$ cat src/rtl/board_compactor.sv
`default_nettype none
// ============================================================================
// Module   : board_compactor
// Brief    : Line-clear sequencer for the board RAM. Drops full rows, shifts
//            the remaining rows down and zero-fills the vacated top rows.
// Revision : 1.0
// ============================================================================
module board_compactor #(
    parameter int COLS = 10,
    parameter int ROWS = 12,
    parameter int AW   = 7
) (
    input  logic          clk,
    input  logic          reset,
    input  logic          start,
    output logic          busy,
    output logic          done,
    output logic [3:0]    lines_cleared,
    output logic [15:0]   total_lines,
    output logic          mem_req,
    input  logic          mem_gnt,
    output logic          mem_we,
    output logic [AW-1:0] mem_addr,
    output logic [3:0]    mem_wdata,
    input  logic [3:0]    mem_rdata
);

    localparam int PW = $clog2(ROWS) + 1;
    localparam int CW = $clog2(COLS);
    localparam logic [PW-1:0] c_TOP      = PW'(ROWS - 1);
    localparam logic [CW-1:0] c_LAST_COL = CW'(COLS - 1);

    typedef enum logic [2:0] {
        S_IDLE  = 3'd0,
        S_READ  = 3'd1,
        S_CHECK = 3'd2,
        S_WRITE = 3'd3,
        S_FILL  = 3'd4,
        S_DONE  = 3'd5
    } state_t;

    state_t                r_state;
    logic [PW-1:0]         r_src;
    logic signed [PW-1:0]  r_dst;
    logic [CW-1:0]         r_col;
    logic [CW-1:0]         r_cap_col;
    logic                  r_rd_pend;
    logic                  r_full;
    logic [3:0]            r_cnt;
    logic                  r_done;
    logic [3:0]            r_lines;
    logic [15:0]           r_total;
    logic                  r_req;
    logic                  r_we;
    logic [AW-1:0]         r_addr;
    logic [3:0]            r_wdata;
    logic [3:0]            r_line [COLS];

    logic                  w_granted;
    logic                  w_go_next;
    logic [3:0]            w_cnt_nx;
    logic signed [PW-1:0]  w_dst_nx;
    logic [16:0]           w_total_sum;

    function automatic logic [AW-1:0] f_base(input logic [PW-1:0] row);
        f_base = AW'(int'(row) * COLS);
    endfunction

    assign w_granted   = r_req & mem_gnt;
    assign w_total_sum = {1'b0, r_total} + 17'(w_cnt_nx);

    // Row-exit decision shared by CHECK and the final granted WRITE cycle.
    always_comb begin
        w_cnt_nx  = r_cnt;
        w_dst_nx  = r_dst;
        w_go_next = 1'b0;
        case (r_state)
            S_CHECK: begin
                if (r_full) begin
                    w_cnt_nx  = r_cnt + 4'd1;
                    w_go_next = 1'b1;
                end else if ($unsigned(r_dst) == r_src) begin
                    w_dst_nx  = r_dst - PW'(1);
                    w_go_next = 1'b1;
                end
            end
            S_WRITE: begin
                if (w_granted && (r_col == c_LAST_COL)) begin
                    w_dst_nx  = r_dst - PW'(1);
                    w_go_next = 1'b1;
                end
            end
            default: ;
        endcase
    end

    always_ff @(posedge clk or posedge reset) begin
        if (reset) begin
            r_state   <= S_IDLE;
            r_src     <= c_TOP;
            r_dst     <= c_TOP;
            r_col     <= '0;
            r_cap_col <= '0;
            r_rd_pend <= 1'b0;
            r_full    <= 1'b0;
            r_cnt     <= '0;
            r_done    <= 1'b0;
            r_lines   <= '0;
            r_total   <= '0;
            r_req     <= 1'b0;
            r_we      <= 1'b0;
            r_addr    <= '0;
            r_wdata   <= '0;
        end else begin
            r_rd_pend <= (r_state == S_READ) && w_granted;
            r_cap_col <= r_col;
            case (r_state)
                S_IDLE: begin
                    if (start) begin
                        r_src   <= c_TOP;
                        r_dst   <= c_TOP;
                        r_cnt   <= '0;
                        r_col   <= '0;
                        r_full  <= 1'b1;
                        r_req   <= 1'b1;
                        r_we    <= 1'b0;
                        r_addr  <= f_base(c_TOP);
                        r_state <= S_READ;
                    end
                end
                S_READ: begin
                    if (w_granted) begin
                        if (r_col == c_LAST_COL) begin
                            r_req <= 1'b0;
                        end else begin
                            r_col  <= r_col + CW'(1);
                            r_addr <= r_addr + AW'(1);
                        end
                    end
                    if (r_rd_pend) begin
                        r_full <= r_full & (mem_rdata != 4'd0);
                        if (r_cap_col == c_LAST_COL) begin
                            r_state <= S_CHECK;
                        end
                    end
                end
                S_CHECK, S_WRITE: begin
                    r_cnt <= w_cnt_nx;
                    r_dst <= w_dst_nx;
                    if (w_go_next) begin
                        r_req   <= 1'b0;
                        r_we    <= 1'b0;
                        r_col   <= '0;
                        r_wdata <= '0;
                        if (r_src != '0) begin
                            r_src   <= r_src - PW'(1);
                            r_full  <= 1'b1;
                            r_req   <= 1'b1;
                            r_addr  <= f_base(r_src - PW'(1));
                            r_state <= S_READ;
                        end else if (w_cnt_nx != 4'd0) begin
                            r_req   <= 1'b1;
                            r_we    <= 1'b1;
                            r_addr  <= f_base($unsigned(w_dst_nx));
                            r_state <= S_FILL;
                        end else begin
                            r_done  <= 1'b1;
                            r_lines <= w_cnt_nx;
                            r_total <= w_total_sum[16] ? 16'hFFFF : w_total_sum[15:0];
                            r_state <= S_DONE;
                        end
                    end else if (r_state == S_CHECK) begin
                        r_req   <= 1'b1;
                        r_we    <= 1'b1;
                        r_col   <= '0;
                        r_addr  <= f_base($unsigned(r_dst));
                        r_wdata <= r_line[0];
                        r_state <= S_WRITE;
                    end else if (w_granted) begin
                        r_col   <= r_col + CW'(1);
                        r_addr  <= r_addr + AW'(1);
                        r_wdata <= r_line[r_col + CW'(1)];
                    end
                end
                S_FILL: begin
                    if (w_granted) begin
                        if (r_col == c_LAST_COL) begin
                            if (r_dst == '0) begin
                                r_req   <= 1'b0;
                                r_we    <= 1'b0;
                                r_done  <= 1'b1;
                                r_lines <= w_cnt_nx;
                                r_total <= w_total_sum[16] ? 16'hFFFF : w_total_sum[15:0];
                                r_state <= S_DONE;
                            end else begin
                                r_dst  <= r_dst - PW'(1);
                                r_col  <= '0;
                                r_addr <= f_base($unsigned(r_dst - PW'(1)));
                            end
                        end else begin
                            r_col  <= r_col + CW'(1);
                            r_addr <= r_addr + AW'(1);
                        end
                    end
                end
                S_DONE: begin
                    r_done  <= 1'b0;
                    r_state <= S_IDLE;
                end
                default: r_state <= S_IDLE;
            endcase
        end
    end

    // Line buffer is pure datapath; its contents only matter after a full READ.
    always_ff @(posedge clk) begin
        if ((r_state == S_READ) && r_rd_pend) begin
            r_line[r_cap_col] <= mem_rdata;
        end
    end

    assign busy          = (r_state != S_IDLE);
    assign done          = r_done;
    assign lines_cleared = r_lines;
    assign total_lines   = r_total;
    assign mem_req       = r_req;
    assign mem_we        = r_we;
    assign mem_addr      = r_addr;
    assign mem_wdata     = r_wdata;

endmodule
`default_nettype wire

$ cat config.mk
export PLATFORM = sky130hd
export DESIGN_NAME = board_compactor
export DESIGN_NICKNAME = d
export VERILOG_FILES = /design/src/rtl/board_compactor.sv
export SDC_FILE = /design/constraint.sdc
export NUM_CORES = 1
export LEC_CHECK = 0
export ABC_AREA = 1
export CAP_MARGIN = 10
export CORE_MARGIN = 8
export CORE_UTILIZATION = 54
export DETAILED_ROUTE_END_ITERATION = 10
export HOLD_SLACK_MARGIN = 0.03
export PLACE_DENSITY_LB_ADDON = 0.1
export SLEW_MARGIN = 0
export SYNTH_ARGS = -nofsm -noshare
export SYNTH_HDL_FRONTEND = slang
export SYNTH_SLANG_ARGS = --single-unit
export TNS_END_PERCENT = 20
$ cat constraint.sdc
create_clock -name clk -period 3.1 [get_ports clk]
set_input_delay 0.62 -clock clk [delete_from_list [all_inputs] [get_ports clk]]
set_output_delay 0.62 -clock clk [all_outputs]
set_load 0.05 [all_outputs]
==> results of run 1 <==
-- power by group through the flow --
stage	registers (mW)	clock network (mW)	logic, mW
after global placement	2.04	0	4.88
after CTS	2.03	0.857	5.04
after detailed placement	2.05	0	4.94
after floorplan	2.56	0	2.85
after global routing	2.07	0.906	5.74
final	2.03	0.848	5.22
-- worst max-delay path, stage by stage (launching register included) --
cell,delay (ns)
dfstp_2,0.58
inv_2,0.06
ha_4,0.17
xnor2_2,0.17
inv_1,0.08
o211ai_1,0.22
o221ai_2,0.14
o21bai_4,0.20
ha_2,0.20
ha_4,0.16
inv_2,0.04
fa_2,0.41
or2_4,0.23
o211ai_1,0.08
nand3_1,0.11
a31oi_1,0.15
-- cell families (layout without fill, tap and decap cells) --
logic type	count (synthesis)	after routing	share of synthesized area, %
compound gates	158	158	15.5
xor+xnor	33	33	5.05
fa+ha+maj	31	31	7.07
buf+inv	111	203	7.20
flops	101	101	45.5
simple gates	253	253	19.7
-- metal layers --
metal	track usage [%]	routed length, µm
met1	31.3	7320
met2	33.0	7150
met3	5.09	1260
met4	6.17	174
met5	0	0
-- worst max path at each step --
stage                                   end  slack, ns  cells past startpoint
finish              mem_addr[5]$_DFFE_PP0P_       0.02                     15
global route        mem_addr[6]$_DFFE_PP0P_      -0.17                     18
CTS                 mem_addr[5]$_DFFE_PP0P_      0.003                     16
detailed placement  mem_addr[5]$_DFFE_PP0P_      -0.39                     15
global placement    mem_addr[5]$_DFFE_PP0P_      -0.28                     15
floorplan           mem_addr[5]$_DFFE_PP0P_       0.02                     15
-- cells in the final DEF (no fill, tap or decap), types with 3 or more instances in the layout --
| cell | n |
|---|---|
| edfxtp_1 | 40 |
| a22oi_1 | 5 |
| fa_1 | 4 |
| a21oi_1 | 21 |
| inv_8 | 3 |
| dfrtp_1 | 55 |
| a31oi_1 | 5 |
| inv_1 | 80 |
| dfstp_2 | 6 |
| o221ai_1 | 8 |
| o21ai_0 | 75 |
| o21ai_1 | 7 |
| nand2_4 | 6 |
| xor2_1 | 20 |
| xnor2_1 | 9 |
| o21a_1 | 3 |
| nor2_4 | 4 |
| nor3_1 | 15 |
| o311ai_0 | 4 |
| nor4_1 | 5 |
| a211oi_1 | 4 |
| xor2_2 | 3 |
| nand2_2 | 6 |
| ha_1 | 23 |
| nand3_2 | 6 |
| nand3_1 | 26 |
| clkdlybuf4s50_1 | 42 |
| clkbuf_8 | 9 |
| o22ai_1 | 8 |
| nand2_1 | 90 |
| nand4_1 | 8 |
| o211ai_1 | 6 |
| buf_4 | 49 |
| nor2_1 | 75 |
| inv_2 | 15 |
-- sequential cells by signal, summed over array words and instances (netlist names), 3 cells and up --
register       count
r_src              5
r_line            40
mem_addr           7
r_cnt              4
r_cap_col          4
r_dst              5
r_col              4
r_state            3
mem_wdata          4
total_lines       16
lines_cleared      4
-- repair_timing --
action | 4_1_cts | 5_1_grt
setup endpoints to repair | 2 | 13
setup buffers | 1 | 3
pin swaps | 6 | 9
gates resized for setup | 10 | 15
-- through the flow --
stage / area (µm²) / util [%] / std cells / setup TNS (ns)
finish: 7230 / 66.7 / 919 / 0
global route: 7230 / 66.7 / 919 / -0.349
CTS: 7130 / 65.8 / 916 / 0
detailed placement: 6900 / 63.7 / 899 / -0.710
global placement: 6900 / 63.7 / 899 / -0.504
floorplan: 6030 / - / 687 / 0
-- cell type report --
class / count / area, µm² / area share, %
clock inverters: 6 / 65.1 / 0.900
flip-flops and latches: 101 / 2740 / 37.8
clock buffers: 10 / 128 / 1.77
well taps: 140 / 175 / 2.42
repair buffers: 92 / 808 / 11.2
multi-input cells: 475 / 2960 / 41.0
inverters: 95 / 357 / 4.93
==> out/qor.yml, run 1 <==
global_routing:
  grt.overflow.total: 0
  grt_max_degree: 39
  grt.total_usage_pct: 22.0
  grt_pass1_vias: 5025
  grt_pass1_wl_mm: 25.8
  antenna_found_initial: 0
worst_setup_path:
  r2r.worst_path.cells: 15
  critPathLaunch: "r_dst[1]$_DFFE_PP1P_"
  critPathCaptureType: "register"
  crit_arrival_ns: 3.40
  required_ns: 3.42
  cp-start-kind: "register"
  timing.rr.start: "r_dst[1]$_DFFE_PP1P_"
  worstReg2RegEnd: "mem_addr[5]$_DFFE_PP0P_"
  cp_max_fo: 3
  rrSetupSlack_ns: 0.02
  path_class: "register to register"
synth:
  synthesis.area_um2: 6020
  async_reset_ff_share_pct: 60.4
  synth-warning-count: 0
  yosys_register_bits: 101
  yosysMostFrequentCell: "nand2_1"
  synth-main-ff-cell: "dfrtp_1"
  syn_inst: 687
  yosysTopAreaCellShare_pct: 22.9
  synth_cell_type_count: 51
  synth_edf_count: 40
  synth_fp_nets: 726
  yosys.area.top_type: "dfrtp_1"
  synth_area_per_cell_um2: 8.76
  seq_area_frac_synth_pct: 45.5
  ys_top_cells_by_area: "dfrtp_1, edfxtp_1, o21ai_0"
  synth_common_cells: "nand2_1, inv_1, o21ai_0"
route:
  drc_errors: 0
  via_count: 5282
  final_antenna_net_count: 0
  via_per_inst: 5.75
  drt-initial-drc-count: 577
  wirelength_mm: 15.9
  wire_per_inst_um: 17.3
  dr.pass1.iters: 5
placed_design:
  hpwl_mm: 12.1
  port_buffers: 42
  pre_cts_ws_ns: -0.394
  gp_congestion: 1.00
timing:
  whs_ns: 0.428
  layout_setup_ws_ns: 0.0170
  hold_viol: 0
  grt_setup_unrepaired: "yes"
  setup_viol: 0
  layout_min_cycle_time_ns: 3.08
  max_freq_mhz: 324
  slew_violations: 0
  skew_ns: 0.0205
  slew_headroom_pct: 38.2
  worst_slew_pin_slew_ns: 0.919
  period_share_pct: 99.5
cells_and_area:
  area.growth.synth_to_final_pct: 20.2
  fin_nets: 813
  drive_above_1_share_pct: 16.7
  fillers: 911
  n_antenna_cell: 0
clocking:
  cts.sinks: 101
  clockRootBuffer: "clkbuf_8"
  cts_buffers: 9
  clock_latency_ns: 0.39
  holdBufCountCts: 0
  clkTransAtPathRegs_ns: 0.12
  cts_buffer_depth: 2
  htreeDepth: 3
  cts_tree: "done"
min_path:
  holdCritPathClass: "register to register"
  whs_endpoint: "r_cap_col[1]$_DFF_PP0_"
  min_from: "r_col[1]$_DFFE_PP0P_"
  min_delay_path_depth: 0
pwr:
  ir_drop_mv: 0.676
  power_frac_clock_pct: 10.5
  sw_frac_of_total_pct: 50.9
  p_int_mw: 3.98
  p_leak_nw: 3.15
  total_power_mw: 8.10
  powerDensity_nw_per_um2: 1120
  power.share.sequential_pct: 25.1
  p_comb_share_pct: 64.5
  power.switching_mw: 4.12
die:
  die_area_um2: 14800
  num_io_pins: 43
  core_area_um2: 10800
  die_h_um: 122
  dieWidth_um: 122
  rows: 38
  start_util_pct: 55.5
run_status:
  outcome: "completed"
job:
  cap_viol_max_count: 0
No activity file was read; power rests on OpenSTA's default activity.
==> inputs of run 2 (changes only) <==
- SKIP_CTS_REPAIR_TIMING: default -> 1
==> run 2 against run 1 <==
Compared with the run above:
- the run now ends with negative setup slack left
- sequential power about the same
- sequential share of layout area down 0.14 points
- global-route usage down 0.089 points
- cell area up 0.38%
- clock power about the same
- clock skew up 0.00074 ns
- worst setup slack worse by 0.058 ns
- maximum frequency down 1.8%
==> out/qor.yml, run 2 (synthesis results as in run 1) <==
run_status:
  outcome: "complete, but fails checks"
  violations: "negative setup slack"
route:
  drt-initial-drc-count: 576
  wirelength_mm: 16.0
  dr.pass1.iters: 5
  via_count: 5300
  final_antenna_net_count: 0
  via_per_inst: 5.77
  wire_per_inst_um: 17.4
  drc_errors: 0
timing:
  max_freq_mhz: 318
  skew_ns: 0.0213
  hold_viol: 0
  layout_min_cycle_time_ns: 3.14
  grt_setup_unrepaired: "yes"
  period_share_pct: 101
  layout_setup_ws_ns: -0.0407
  slew_violations: 0
  worst_slew_pin_slew_ns: 0.919
  slew_headroom_pct: 38.2
  setup_viol: 1
placed_design:
  port_buffers: 42
  pre_cts_ws_ns: -0.394
  hpwl_mm: 12.1
  gp_congestion: 1.00
  placed_area_um2: 6900
cells_and_area:
  fillers: 915
  final_cell_mix: "nand2_1, inv_1, nor2_1, o21ai_0, dfrtp_1"
  largest_reg_flops: 40
  multiInputGateArea_um2: 2990
  regMostFlops: "r_line"
  seq_area_um2: 2740
  n_antenna_cell: 0
  fin_nets: 813
  final_common_cell: "nand2_1"
  drive_above_1_share_pct: 17.1
  area.growth.synth_to_final_pct: 20.6
  final_cell_area_um2: 7260
die:
  num_io_pins: 43
  die_h_um: 122
  dieWidth_um: 122
  die_area_um2: 14800
  rows: 38
  core_area_um2: 10800
  start_util_pct: 55.5
pwr:
  ir_drop_mv: 0.676
  powerDensity_nw_per_um2: 1130
  p_leak_nw: 3.16
global_routing:
  grt.overflow.total: 0
  grt_max_degree: 39
  antenna_found_initial: 0
  grt.total_usage_pct: 21.9
  grt_pass1_wl_mm: 25.7
  grt_pass1_vias: 5016
worst_setup_path:
  timing.rr.start: "r_dst[2]$_DFFE_PP0P_"
  cp-start-kind: "register"
  r2r.worst_path.cells: 16
  path_common_cell: "o21ai_0"
  cp_max_fo: 5
  critPathCaptureType: "register"
  worstReg2RegEnd: "mem_addr[5]$_DFFE_PP0P_"
  rrSetupSlack_ns: -0.04
  crit_chain: "buf_4, nor2_1, nand2_1, xor2_1, o21ai_0, o22ai_1, a21oi_1, o21ai_0, inv_1, ha_1, inv_2, fa_2, or2_4, o211ai_1, nand3_1, a31oi_1"
  crit_arrival_ns: 3.46
  path_class: "register to register"
  required_ns: 3.42
  slowest_delay_ns: 0.43
  cp_slowest_cell: "dfrtp_1"
clocking:
  htreeDepth: 3
  cts_buffers: 9
  clockRootBuffer: "clkbuf_8"
  clock_latency_ns: 0.39
  cts.sinks: 101
  cts_buffer_depth: 2
  clkTransAtPathRegs_ns: 0.12
  cts_tree: "done"
min_path:
  whs_endpoint: "r_cap_col[1]$_DFF_PP0_"
  holdCritPathClass: "register to register"
  min_from: "r_col[1]$_DFFE_PP0P_"
  min_delay_path_depth: 0
job:
  cap_viol_max_count: 0
## run 2: cell counts in the layout (fill, tap and decap cells not counted)
Identical to the previous run, type by type.
## run 2: area by class of cell
type                            count  area share (%)
Inverter                           95            4.91
Sequential cell                   101            37.7
Multi-Input combinational cell    475            41.2
Tap cell                          140            2.41
Clock inverter                      6           0.897
Clock buffer                       10            1.76
Timing Repair Buffer               92            11.1
## run 2: worst max path at each step
stage	startpoint	to	slack (ns)	cells past startpoint
after CTS	r_dst[3]$_DFFE_PP1P_	mem_addr[5]$_DFFE_PP0P_	-0.16	16
after floorplan	r_dst[0]$_DFFE_PP1P_	mem_addr[5]$_DFFE_PP0P_	0.02	15
after global placement	mem_gnt	mem_addr[5]$_DFFE_PP0P_	-0.28	15
final	r_dst[2]$_DFFE_PP0P_	mem_addr[5]$_DFFE_PP0P_	-0.04	16
after global routing	r_dst[3]$_DFFE_PP1P_	mem_addr[6]$_DFFE_PP0P_	-0.18	20
after detailed placement	mem_gnt	mem_addr[5]$_DFFE_PP0P_	-0.39	15
## run 2: metrics by stage
stage / setup TNS, ns / power (mW) / util, % / hold slack, ns / cells
floorplan: 0 / 5.41 / - / 0.378 / 687
global placement: -0.504 / 6.92 / 63.7 / 0.404 / 899
detailed placement: -0.710 / 7.00 / 63.7 / 0.405 / 899
CTS: -0.222 / 7.87 / 65.5 / 0.428 / 915
global route: -0.350 / 8.77 / 66.9 / 0.458 / 919
finish: -0.0407 / 8.17 / 66.9 / 0.428 / 919
## run 2: layer usage
| layer | vias to the layer above | track usage [%] | wire length, µm |
|---|---|---|---|
| li1 | 2529 | - | - |
| met1 | 2523 | 31.2 | 7270 |
| met2 | 230 | 33.0 | 7170 |
| met3 | 18 | 5.00 | 1360 |
| met4 | 0 | 5.94 | 206 |
| met5 | - | 0 | 0 |
## run 2: worst max-delay path, delay by kind of cell (launching register included)
kind                     cells  cell delay [ns]
AO/OA/AOI/OAI                6             0.82
AND/OR/NAND/NOR              4             0.69
adder cells (fa/ha/maj)      2             0.64
flip-flops                   1             0.43
buffers and inverters        3             0.31
XOR/XNOR                     1             0.19
## run 2: power by group
part / internal [mW] / total [mW] / switching [mW] / leakage [nW]
sequential: 1.75 / 2.04 / 0.291 / 1.11
clock: 0.316 / 0.845 / 0.529 / 0.0912
combinational: 1.95 / 5.29 / 3.34 / 1.96
